### src/rtl/bch_encoder_63_56_if.sv
// Valid/ready bundle between a message source, the BCH(63,56) encoder and its sink.
// The error-injection controls exist only when BCH_ERR_INJECT_EN is defined.
interface bch_encoder_63_56_if;
   localparam int unsigned MSG_W = 56;
   localparam int unsigned CW_W  = 63;
   localparam int unsigned POS_W = 6;

   logic             in_valid;
   logic             in_ready;
   logic [MSG_W-1:0] msg;
   logic             out_valid;
   logic             out_ready;
   logic [CW_W-1:0]  codeword;
   logic             busy;
`ifdef BCH_ERR_INJECT_EN
   logic             err_en;
   logic [POS_W-1:0] err_pos;

   modport master (
      output in_valid, msg, out_ready, err_en, err_pos,
      input  in_ready, out_valid, codeword, busy
   );

   modport slave (
      input  in_valid, msg, out_ready, err_en, err_pos,
      output in_ready, out_valid, codeword, busy
   );
`else
   modport master (
      output in_valid, msg, out_ready,
      input  in_ready, out_valid, codeword, busy
   );

   modport slave (
      input  in_valid, msg, out_ready,
      output in_ready, out_valid, codeword, busy
   );
`endif
endinterface

### src/rtl/bch_encoder_63_56.sv
// Systematic BCH(63,56) encoder: W message bits per cycle through an LFSR over g(x)=x^7+x^6+x^2+1.
// Define BCH_ERR_INJECT_EN to add err_en/err_pos for single-bit error injection on the codeword.
module bch_encoder_63_56 #(
   parameter int unsigned K     = 56,
   parameter int unsigned P     = 7,
   parameter logic [6:0]  GPOLY = 7'b1000101,
   parameter int unsigned W     = 1
) (
   input logic                clk,
   input logic                rst,
   bch_encoder_63_56_if.slave bus
);
   localparam int unsigned N      = K + P;
   localparam int unsigned NCHUNK = K / W;
   localparam int unsigned CNT_W  = $clog2(NCHUNK + 1);
   localparam int unsigned POS_W  = 6;

   if (K != 56) begin : g_bad_k
      $error("bch_encoder_63_56: K must be 56");
   end
   if (P != 7) begin : g_bad_p
      $error("bch_encoder_63_56: P must be 7");
   end
   if ((K % W) != 0) begin : g_bad_div
      $error("bch_encoder_63_56: K must be a multiple of W");
   end
   if (!(W == 1 || W == 2 || W == 4 || W == 7 || W == 8)) begin : g_bad_w
      $error("bch_encoder_63_56: W must be one of 1,2,4,7,8");
   end

   typedef enum logic [1:0] {
      IDLE  = 2'd0,
      SHIFT = 2'd1,
      DONE  = 2'd2
   } state_t;

   state_t           state, state_n;
   logic [K-1:0]     msg_q, msg_n;
   logic [K-1:0]     shreg, shreg_n;
   logic [P-1:0]     lfsr, lfsr_n, lfsr_step;
   logic [CNT_W-1:0] cnt, cnt_n;
   logic [N-1:0]     codeword_q, codeword_n;
   logic             in_ready_q, in_ready_n;
   logic             out_valid_q, out_valid_n;
   logic             busy_q, busy_n;
`ifdef BCH_ERR_INJECT_EN
   logic [N-1:0]     err_mask_q, err_mask_n;
`endif

   // W chained LFSR steps consume the next W message bits, MSB first
   always_comb begin : lfsr_chunk
      logic fb;
      fb        = 1'b0;
      lfsr_step = lfsr;
      for (int i = 0; i < int'(W); i++) begin
         fb        = shreg[K-1-i] ^ lfsr_step[P-1];
         lfsr_step = {lfsr_step[P-2:0], 1'b0} ^ (fb ? GPOLY : P'(0));
      end
   end

   always_comb begin : fsm_next
      state_n     = state;
      msg_n       = msg_q;
      shreg_n     = shreg;
      lfsr_n      = lfsr;
      cnt_n       = cnt;
      codeword_n  = codeword_q;
      in_ready_n  = in_ready_q;
      out_valid_n = out_valid_q;
      busy_n      = busy_q;
`ifdef BCH_ERR_INJECT_EN
      err_mask_n  = err_mask_q;
`endif
      unique case (state)
         IDLE: begin
            if (bus.in_valid && in_ready_q) begin
               msg_n      = bus.msg;
               shreg_n    = bus.msg;
               lfsr_n     = '0;
               cnt_n      = '0;
               in_ready_n = 1'b0;
               busy_n     = 1'b1;
               state_n    = SHIFT;
`ifdef BCH_ERR_INJECT_EN
               err_mask_n = '0;
               if (bus.err_en && (bus.err_pos != POS_W'(63))) begin
                  err_mask_n = N'(1) << bus.err_pos;
               end
`endif
            end
         end
         SHIFT: begin
            shreg_n = shreg << W;
            lfsr_n  = lfsr_step;
            cnt_n   = cnt + CNT_W'(1);
            if (cnt == CNT_W'(NCHUNK - 1)) begin
`ifdef BCH_ERR_INJECT_EN
               codeword_n = {msg_q, lfsr_step} ^ err_mask_q;
`else
               codeword_n = {msg_q, lfsr_step};
`endif
               out_valid_n = 1'b1;
               busy_n      = 1'b0;
               state_n     = DONE;
            end
         end
         DONE: begin
            // codeword stays frozen until the sink takes it; accept reopens next cycle
            if (bus.out_ready) begin
               out_valid_n = 1'b0;
               in_ready_n  = 1'b1;
               state_n     = IDLE;
            end
         end
         default: begin
            state_n     = IDLE;
            in_ready_n  = 1'b1;
            out_valid_n = 1'b0;
            busy_n      = 1'b0;
         end
      endcase
   end

   always_ff @(posedge clk or posedge rst) begin
      if (rst) begin
         state       <= IDLE;
         msg_q       <= '0;
         shreg       <= '0;
         lfsr        <= '0;
         cnt         <= '0;
         codeword_q  <= '0;
         in_ready_q  <= 1'b1;
         out_valid_q <= 1'b0;
         busy_q      <= 1'b0;
`ifdef BCH_ERR_INJECT_EN
         err_mask_q  <= '0;
`endif
      end else begin
         state       <= state_n;
         msg_q       <= msg_n;
         shreg       <= shreg_n;
         lfsr        <= lfsr_n;
         cnt         <= cnt_n;
         codeword_q  <= codeword_n;
         in_ready_q  <= in_ready_n;
         out_valid_q <= out_valid_n;
         busy_q      <= busy_n;
`ifdef BCH_ERR_INJECT_EN
         err_mask_q  <= err_mask_n;
`endif
      end
   end

   assign bus.in_ready  = in_ready_q;
   assign bus.out_valid = out_valid_q;
   assign bus.codeword  = codeword_q;
   assign bus.busy      = busy_q;
endmodule

### src/flat_wrapper.sv
// flat-port wrapper written by rule: the top's interface ports become plain ports
module bch_encoder_63_56_flat 
#(
   parameter int unsigned K     = 56,
   parameter int unsigned P     = 7,
   parameter logic [6:0]  GPOLY = 7'b1000101,
   parameter int unsigned W     = 1
)
  (clk, rst, bus_in_valid, bus_msg, bus_out_ready, bus_in_ready, bus_out_valid, bus_codeword, bus_busy);
  bch_encoder_63_56_if bus_i ();
  input logic clk;
  input logic rst;
  input wire logic [$bits(bus_i.in_valid)-1:0] bus_in_valid;
  input wire logic [$bits(bus_i.msg)-1:0] bus_msg;
  input wire logic [$bits(bus_i.out_ready)-1:0] bus_out_ready;
  output wire logic [$bits(bus_i.in_ready)-1:0] bus_in_ready;
  output wire logic [$bits(bus_i.out_valid)-1:0] bus_out_valid;
  output wire logic [$bits(bus_i.codeword)-1:0] bus_codeword;
  output wire logic [$bits(bus_i.busy)-1:0] bus_busy;
  assign bus_i.in_valid = bus_in_valid;
  assign bus_i.msg = bus_msg;
  assign bus_i.out_ready = bus_out_ready;
  assign bus_in_ready = bus_i.in_ready;
  assign bus_out_valid = bus_i.out_valid;
  assign bus_codeword = bus_i.codeword;
  assign bus_busy = bus_i.busy;
  bch_encoder_63_56 #(.K(K), .P(P), .GPOLY(GPOLY), .W(W)) u_core (.clk(clk), .rst(rst), .bus(bus_i));
endmodule
### config.mk
export PLATFORM = sky130hd
export DESIGN_NAME = bch_encoder_63_56_flat
export DESIGN_NICKNAME = d
export VERILOG_FILES = /design/src/rtl/bch_encoder_63_56_if.sv /design/src/rtl/bch_encoder_63_56.sv /design/src/flat_wrapper.sv
export SDC_FILE = /design/constraint.sdc
export NUM_CORES = 1
export LEC_CHECK = 0
export CORE_MARGIN = 2
export CORE_UTILIZATION = 55
export CTS_CLUSTER_SIZE = 25
export DETAILED_ROUTE_END_ITERATION = 10
export HOLD_SLACK_MARGIN = 0.12
export PLACE_DENSITY = 0.82
export SKIP_CTS_REPAIR_TIMING = 1
export SLEW_MARGIN = 10
export SYNTH_ARGS = -nofsm -noshare
export SYNTH_HDL_FRONTEND = slang
export SYNTH_SLANG_ARGS = --single-unit
### constraint.sdc
create_clock -name clk -period 15.4 [get_ports clk]
set_input_delay 3.85 -clock clk [delete_from_list [all_inputs] [get_ports clk]]
set_output_delay 3.85 -clock clk [all_outputs]
set_load 0.03 [all_outputs]
# Word-level counts from Yosys, hierarchy flattened

Cells that the tools add are included.
Widths: inputs -> output; s select.

$add $sub $neg: 1
Equal/unequal tests: 6
Muxes and demuxes: 20
Bitwise gates (word level): 5
Reductions and logical operators: 10

Operators with widths:

| cell                | count |
|---|---|
| $pmux 56 s2         | 1 |
| $mux 56             | 1 |
| $mux 7              | 2 |
| $pmux 7 s2          | 1 |
| $pmux 6 s2          | 1 |
| $reduce_and 3->1    | 4 |
| $pmux 1 s3          | 3 |
| $xor 7x7->7         | 1 |
| $add 6x1->6 const B | 1 |
| $eq 6x6->1 const B  | 1 |
| $mux 1              | 6 |
| $mux 2              | 3 |
| $mux 6              | 1 |
| $pmux 2 s3          | 1 |
| $reduce_and 2->1    | 3 |
| $ne 2x1->1 const B  | 2 |
| $not 1->1           | 3 |
| $eq 2x1->1 const B  | 1 |
| $eq 2x2->1 const B  | 1 |
| $logic_not 2->1     | 1 |
| $ne 2x2->1 const B  | 1 |
| $reduce_bool 2->1   | 1 |
| $logic_and 1x1->1   | 1 |
| $xor 1x1->1         | 1 |

Register bits: 193
Input bits: 60
Output and inout bits: 66
Word-level logic and storage cells: 51

# Depth between registers and ports, before layout

Depth in word-level cells: 4
Depth in mapped cells: 6
Gate-level depth less buffers: 4

# Worst setup path after synthesis

No wires, ideal clock.

Path type: input-to-reg
Start: input port bus_in_valid
End: register u_core.shreg[10]
Setup time: 0.126 ns
Data arrival time: 4.770 ns
Required time: 15.274 ns
Slack: 10.504 ns
Cell stages on the path: 5
Buffers on the path: 2
Cells stage by stage: and4bb_1 -> clkbuf_1 -> clkbuf_1 -> and2_1 -> a221o_1

Word-level cells in the longest chain between the ends: 3

Ends and longest elaborated chain:

| what                              | RTL line                 | text |
|---|---|---|
| start: declaration                | flat_wrapper.sv:13       | `input wire logic [$bits(bus_i.in_valid)-1:0] bus_in_valid;` |
| $logic_and 1x1->1                 | bch_encoder_63_56.sv:76  | `if (bus.in_valid && in_ready_q) begin` |
| $ne 2x1->1 (no source line)       | --                       |  |
| $reduce_and 2->1 (no source line) | --                       |  |
| end signal: assignment            | bch_encoder_63_56.sv:141 | `shreg <= shreg_n;` |
| end: declaration                  | bch_encoder_63_56.sv:39  | `logic [K-1:0] shreg, shreg_n;` |

No other way between the ends.
A chain may end at the register's enable or synchronous reset.

# Worst setup path in the final report

Start: register u_core.in_ready_q (netlist: u_core.bus.in_ready)
End: output port bus_in_ready

RTL lines:

| what                     | RTL line                 | text |
|---|---|---|
| start: declaration       | bch_encoder_63_56.sv:43  | `logic in_ready_q, in_ready_n;` |
| start signal: assignment | bch_encoder_63_56.sv:145 | `in_ready_q <= in_ready_n;` |
| end: declaration         | flat_wrapper.sv:16       | `output wire logic [$bits(bus_i.in_ready)-1:0] bus_in_ready;` |

No word-level cell between the ends.

==> results.md <==
- Tcrit/Tclk final: 36.3%
- Synth Area per Inst: 14.4 um2
- Setup_tns: 0 ns
- H-tree levels: 4
- Initial antenna violation count: 0
- Synth Area in Adders: 0.169%
- Top Ports: 126
- Hold violation total from the final report: 0
- GRT Overall Usage: 22.4%
- Tightest Pin Transition: 1.05 ns
- CTS max path bufs: 2
- Total of max-cap violations: 0
- Cell Area, Placed: 8800 um2
- Post-synthesis cell type count: 38
- Placed insts: 788
- CTS Root Buffer Type: clkbuf_16
- Largest family of logic cells by synthesized area: compound AO/OA/AOI/OAI gates
- Vias/cell: 5.74
- CP Capture Type: primary output
- Ys async rst share: 100%
- Initial Util: 56.3%
- Row cnt: 42
- Hold Path Class: reg -> reg
- Placer Congestion: 0.750
- Final wirelength: 15.1 mm
- Critical path class: reg -> out
- Final instance area: 9420 um2
- Crit-path max FO: 7
- Die span in x: 120 um
- Crit path cell chain: clkdlybuf4s50_1
- Net Count, Synth: 578
- Clk_skew: 0.00730 ns
- P per Cell Area: 127 nW/um2
- Largest stage delay on the critical path: 0.71 ns
- Ys flop type: dfrtp_1
- Final setup violation count: 0
- Slew Viols, Final: 0
- Syn Inst Count: 517
- DP HPWL: 9.39 mm
- Crit-path slowest cell: clkdlybuf4s50_1
- Max IR drop VDD: 0.0000735 V
- Synth Area in XOR/XNOR: 0.472%
- Layout cells sized above 1: 9.02%
- CTS Sinks: 193
- Diodes inserted: 0
- 1st-pass router iterations: 5
- Status: completed
- Arrival time at the worst endpoint: 1.74 ns
- Fin crit period: 5.59 ns
- Hold WS: 0.473 ns
- Port bufs: 125
- Die Ht: 120 um
- CTS tree: yes
- CP required: 11.55 ns
- Fin cells: 819
- CORE AREA: 13200 um2
- Nets: 692
- Max_slew headroom: 29.7%
- Worst-path clk slew: 0.07 ns
- RSZ-0062 raised after global routing: false
- Mux cell area share after synthesis: 9.56%
- Clock latency on the worst-skew pair: 0.42 ns
- Complex-gate fraction of the synthesized area: 15.7%
- EDFF count, synth: 0
- Commonest non-fill, non-tap cell in the layout: dfrtp_1
- Startpoint types: flip-flop
- Number of buffers and inverters on the critical path: 1
- WL per Instance: 18.4 um
- Register bit count reported by yosys: 193
- Die Area: 14400 um2
- DRC violations left: 0
- Drt initial violations: 372
- Synth warn: 0
- Vias in the first global route: 4965
- Max Freq: 0.179 GHz
- Area Growth Syn to Fin: 26.8%
- Seq/Total Area, Yosys: 65.1%
- Mapped Area: 7420 um2
- First-pass GRT wire length: 25.2 mm
- Global route overflow: 0
- P_leak: 4.96 nW
- Crit path max-delay family: buffers and inverters
- Routed via count: 4698
- Post-route ant nets: 0
- Simple-Gate Fraction of Synth Area: 6.57%
- Largest net degree at the start of global routing: 107
- Commonest non-fill, non-tap cells in the layout: dfrtp_1 (192), clkdlybuf4s50_1 (125), a21o_1 (58)
- CTS buffer count: 17
-- report_power, final --
part | internal (mW) | leakage (nW) | switching (mW)
combinational | 0.0715 | 2.03 | 0.0523
clock | 0.273 | 0.304 | 0.181
sequential | 0.572 | 2.63 | 0.0481
-- flip-flops by register name, summed over array words and instances, names as in the netlist --
signal	cells
u_core.bus.codeword	63
u_core.msg_q	56
u_core.shreg	56
u_core.lfsr	7
u_core.cnt	6
u_core.state	2
u_core.bus.busy	1
u_core.bus.in_ready	1
u_core.bus.out_valid	1
-- cells in the mapped netlist, drive strengths merged, types with 4 or more instances --
master    n  area, um2
dfrtp   192       4800
mux2     63        709
a21o     58        435
a221o    55        551
and2     55        344
buf      21        116
clkbuf   14       52.6
a22o      7       61.3
nand2     6       22.5
o21ai     6       30.0
nor3      5       25.0
a211o     4       35.0
-- layer usage --
metal / vias to the layer above / GRT usage (%) / part of all wire, %
met1: 2429 / 30.5 / 44
met2: 122 / 35.3 / 49
li1: 2121 / - / -
met5: - / 0 / 0
met4: 0 / 8.60 / 1.9
met3: 26 / 5.05 / 4.4
-- final timing paths --
check | startpoint | end | slack, ns | cells past startpoint
worst max-delay path | u_core.bus.in_ready | bus_in_ready | 9.81 | 1
worst max register to register | u_core.state[0] | u_core.cnt[5] | 13.24 | 4
worst min register to register | u_core.msg_q[44] | u_core.msg_q[44] | 0.47 | 1
worst min-delay path | u_core.msg_q[44] | u_core.msg_q[44] | 0.47 | 1
min in group asynchronous | rst | u_core.bus.codeword[26] | 3.93 | 2
max in group asynchronous | rst | u_core.state[0] | 9.89 | 3
-- cell families (layout without fill, tap and decap cells) --
| kind of cell | Yosys count | count (layout) |
|---|---|---|
| adders and majority gates | 1 | 1 |
| muxes | 63 | 63 |
| buffers and inverters | 38 | 164 |
| and+or+nand+nor | 81 | 81 |
| AOI/OAI and AO/OA | 137 | 137 |
| xor gates and xnor gates | 4 | 4 |
| DFF | 193 | 193 |
-- area by class of cell --
cell class | count | area, um2
Sequential cell | 193 | 4830
Multi-Input combinational cell | 286 | 2440
Clock inverter | 8 | 126
Fill cell | 907 | 3770
Clock buffer | 23 | 488
Inverter | 3 | 18.8
Timing Repair Buffer | 130 | 1290
Tap cell | 176 | 220
-- through the flow --
step	setup WS (ns)	utilization, %	power [mW]
6_report	9.81	71.4	1.20
5_1_grt	9.53	71.4	1.25
3_5_place_dp	9.28	66.7	0.751
4_1_cts	9.66	71.4	1.20
2_1_floorplan	6.30	-	0.704
3_3_place_gp	9.40	66.7	0.741
Note: power is estimated with default switching activity, not from simulation.
==> patch 1: new RTL, config.mk and constraints unchanged <==
Make the reset (`rst`) synchronous in one clocked block.
--- a/src/rtl/bch_encoder_63_56.sv
+++ b/src/rtl/bch_encoder_63_56.sv
@@ -121,7 +121,7 @@
       endcase
    end
 
-   always_ff @(posedge clk or posedge rst) begin
+   always_ff @(posedge clk) begin
       if (rst) begin
          state       <= IDLE;
          msg_q       <= '0;
Formal check against the unedited RTL: differs if rst is asserted again (counterexample within 4 cycles, from zero or initial values and one cycle with rst high); with rst held inactive, the same outputs for 10 cycles.
==> patch 1 against the original RTL <==
Via count rose by 38%; area after synthesis fell by 3.3%; cell area fell by 4.8%; register-to-register slack got worse by 0.33 ns; sequential cell count did not move; setup slack got worse by 0.16 ns; power fell by 12%; wire length rose by 14%; cell count rose by 38%; first-iteration DRC count rose by 44%; sequential power fell by 14%; die area fell by 3.2%; combinational power fell by 31%.
==> patch 1: results (changes against the original RTL) <==
[status]
status=finished clean  ; unchanged

[layout]
clkCellAreaFrac_pct=6.52  ; about the same
flops_and_latches=193  ; unchanged
clkbuf_count=26  ; was 23
n_all_inverters=2  ; was 3
nets=1006  ; was 692
nFillCells=1045  ; was 907
buf_share_pct=14.7  ; was 13.7%
ff_latch_area_sq_um=3860  ; was 4830 sq um
multi_input_area_share_pct=33.1  ; was 26.0%

[setup_path]
r2r_setup_slack_ns=12.91  ; was 13.24 ns
crit_slowest_cell=buf_4  ; was clkdlybuf4s50_1
critPathMaxStageDelay_ns=0.59  ; was 0.71 ns
reg2regPathDepth=5  ; was 4
crit_arrival_ns=6.07  ; was 1.74 ns

[drt]
wl_met3_microns=911  ; was 663 microns
via_count=6470  ; was 4698
wl_met1_mm=7.76  ; was 6.66 mm
routed-wl-met2_mm=8.21  ; was 7.46 mm

[logic_synthesis]
synth_adder_area_share_pct=0.174  ; was 0.169%
synthTopCellsByArea=dfxtp_1 54%, nand2_1 9.4%, a21oi_1 9.3%  ; was dfrtp_1 65%, a221o_1 7.4%, mux2_1 7.3%
synth_common_cells=193 x dfxtp_1, 180 x nand2_1, 133 x a21oi_1, 128 x nand3_1, 66 x o21ai_0  ; was 192 x dfrtp_1, 58 x a21o_1, 55 x a221o_1, 55 x and2_1, 48 x mux2_1
synth_mux_area_share_pct=0  ; was 9.56%
synth-compound-area-share_pct=20.0  ; was 15.7%
ys_seq_area_share_pct=53.8  ; was 65.1%
synthXorXnorAreaFrac_pct=0.697  ; was 0.472%
ys_types=33  ; was 38

[global_route]
grt_use_met2_pct=38.6  ; was 35.3%
use_met1_pct=32.8  ; was 30.5%
grt_usage_pct=24.5  ; was 22.4%
grt_pass1_vias=5884  ; was 4965

[min_path]
hold_depth=2  ; was 1

[placement]
gp_congestion=0.786  ; was 0.750
dpl.hpwl_mm=10.3  ; was 9.39 mm
placed_area_sq_um=8380  ; was 8800 sq um
post-place-ws_ns=9.23  ; was 9.28 ns

[pwr]
power_switching_mw=0.241  ; was 0.281 mW
swShare_pct=22.9  ; was 23.5%
pwr-share-clk_pct=41.2  ; was 37.9%
peakVddDrop_mv=0.0730  ; was 0.0735 mV
p_comb_share_pct=8.1  ; was 10.3%
p_leak_nw=2.95  ; was 4.96 nW

[sta]
finClkSkew_ns=0.00505  ; was 0.00730 ns

==> patch 1: cell count changes after synthesis, moves of 57 or more <==
cell     unedited run  this run
o21ai_0             6        66
nand3_1             2       128
dfxtp_1             0       193
nand2_1             6       180
a21o_1             58         1
a21oi_1             1       133
dfrtp_1           192         0
==> patch 1: final timing paths <==
check	end	start
setup / recovery	u_core.lfsr[0]	bus_in_valid
hold / removal	u_core.bus.out_valid	u_core.bus.out_valid
setup reg to reg	u_core.cnt[4]	u_core.cnt[0]
hold reg to reg	u_core.bus.out_valid	u_core.bus.out_valid
==> patch 1: metrics by stage <==
| stage | cells | hold WS [ns] | util (%) |
|---|---|---|---|
| floorplan | 876 | 0.437 | - |
| global placement | 1098 | 0.442 | 66.1 |
| detailed placement | 1098 | 0.447 | 66.1 |
| CTS | 1129 | 0.455 | 70.7 |
| global route | 1129 | 0.473 | 70.7 |
| finish | 1129 | 0.454 | 70.7 |
==> patch 2: new RTL, config.mk and constraints unchanged <==
Without the edit above. Encoding of `state_t`: now one-hot (3 bits for 3 states).
--- a/src/rtl/bch_encoder_63_56.sv
+++ b/src/rtl/bch_encoder_63_56.sv
@@ -28,10 +28,10 @@
       $error("bch_encoder_63_56: W must be one of 1,2,4,7,8");
    end
 
-   typedef enum logic [1:0] {
-      IDLE  = 2'd0,
-      SHIFT = 2'd1,
-      DONE  = 2'd2
+   typedef enum logic [2:0] {
+      IDLE  = 3'b001,
+      SHIFT = 3'b010,
+      DONE  = 3'b100
    } state_t;
 
    state_t           state, state_n;
Check against the original RTL: same outputs for any inputs over 10 cycles, from zero or initial values and one cycle with rst high; not proved beyond that.
==> patch 2 against the original RTL <==
Sequential cell count grew 1; maximum frequency shrank 11%; setup slack lost 0.67 ns; non-clock buffer count grew 1; wire length grew 10%; area after synthesis grew 2.5%; cell area grew 1.0%; largest cell class unchanged; highest routed layer unchanged.
Power is not compared: it rests on default switching activity, and its combinational part moved more than twofold at a synthesized area within 25%.
==> patch 2: results (changes against the original RTL) <==
[logic_synthesis]
synthXorXnorAreaFrac_pct=0.460  ; was 0.472%
ys_types=41  ; was 38
synth_common_cells=192 x dfrtp_1, 63 x mux2_2, 56 x and3_1, 55 x a221o_1, 54 x a21o_1  ; was 192 x dfrtp_1, 58 x a21o_1, 55 x a221o_1, 55 x and2_1, 48 x mux2_1
ys_seq_area_share_pct=63.8  ; was 65.1%
synth_fp_nets=614  ; was 578
postSynthCellCount=553  ; was 517
synth_mux_area_share_pct=9.58  ; was 9.56%
synth_adder_area_share_pct=0.164  ; was 0.169%

[global_route]
grt_pass1_vias=5434  ; was 4965
grt_pass1_wl_mm=27.3  ; was 25.2 mm
use_met1_pct=30.2  ; was 30.5%
grt_usage_pct=23.9  ; was 22.4%
use_met3_pct=5.66  ; was 5.05%

[setup_path]
crit_arrival_ns=6.56  ; was 1.74 ns
cp_max_fo=57  ; was 7

[placement]
dpl.hpwl_mm=10.4  ; was 9.39 mm

[sta]
max-slew-margin-rel_pct=22.8  ; was 29.7%
holdWs_ns=0.473  ; about the same

[status]
status=finished clean  ; unchanged

[drt]
drt-vias-per-instance=5.98  ; was 5.74
via_count=5079  ; was 4698
drt_wl_total_mm=16.6  ; was 15.1 mm
wl_met1_mm=6.98  ; was 6.66 mm

[layout]
layout-drive-gt1-share_pct=15.9  ; was 9.02%
nets=722  ; was 692

-- patch 2: changes by cell type in the layout (fill, tap and decap cells not counted), moves of 7 or more --
cell,change
and3_1,+56
and2_1,-54
mux2_1,-48
mux2_2,+48
nand2_1,+14
a22o_1,-7
-- patch 2: worst paths after layout --
kind,endpoint,start,cells past startpoint
hold reg to reg,u_core.msg_q[47],u_core.msg_q[47],1
max in group asynchronous,u_core.state[2],rst,3
setup / recovery,u_core.msg_q[26],bus_in_valid,4
setup reg to reg,u_core.msg_q[26],u_core.bus.in_ready,3
min in group asynchronous,u_core.bus.codeword[15],rst,2
hold / removal,u_core.msg_q[47],u_core.msg_q[47],1
-- patch 2: critical path, stage by stage --
cell and delay (ns):
clkdlybuf4s50_1 0.51, and2_2 0.77, nand2_2 0.91, a21o_1 0.43
-- patch 2: layout make-up --
cell class	count	area, sq um
inverter	4	22.5
tap	176	220
fill	892	3880
clock inverter	5	50.0
clock buffer	26	509
sequential	194	4860
multi-input combinational	313	2560
timing repair buffer	131	1300
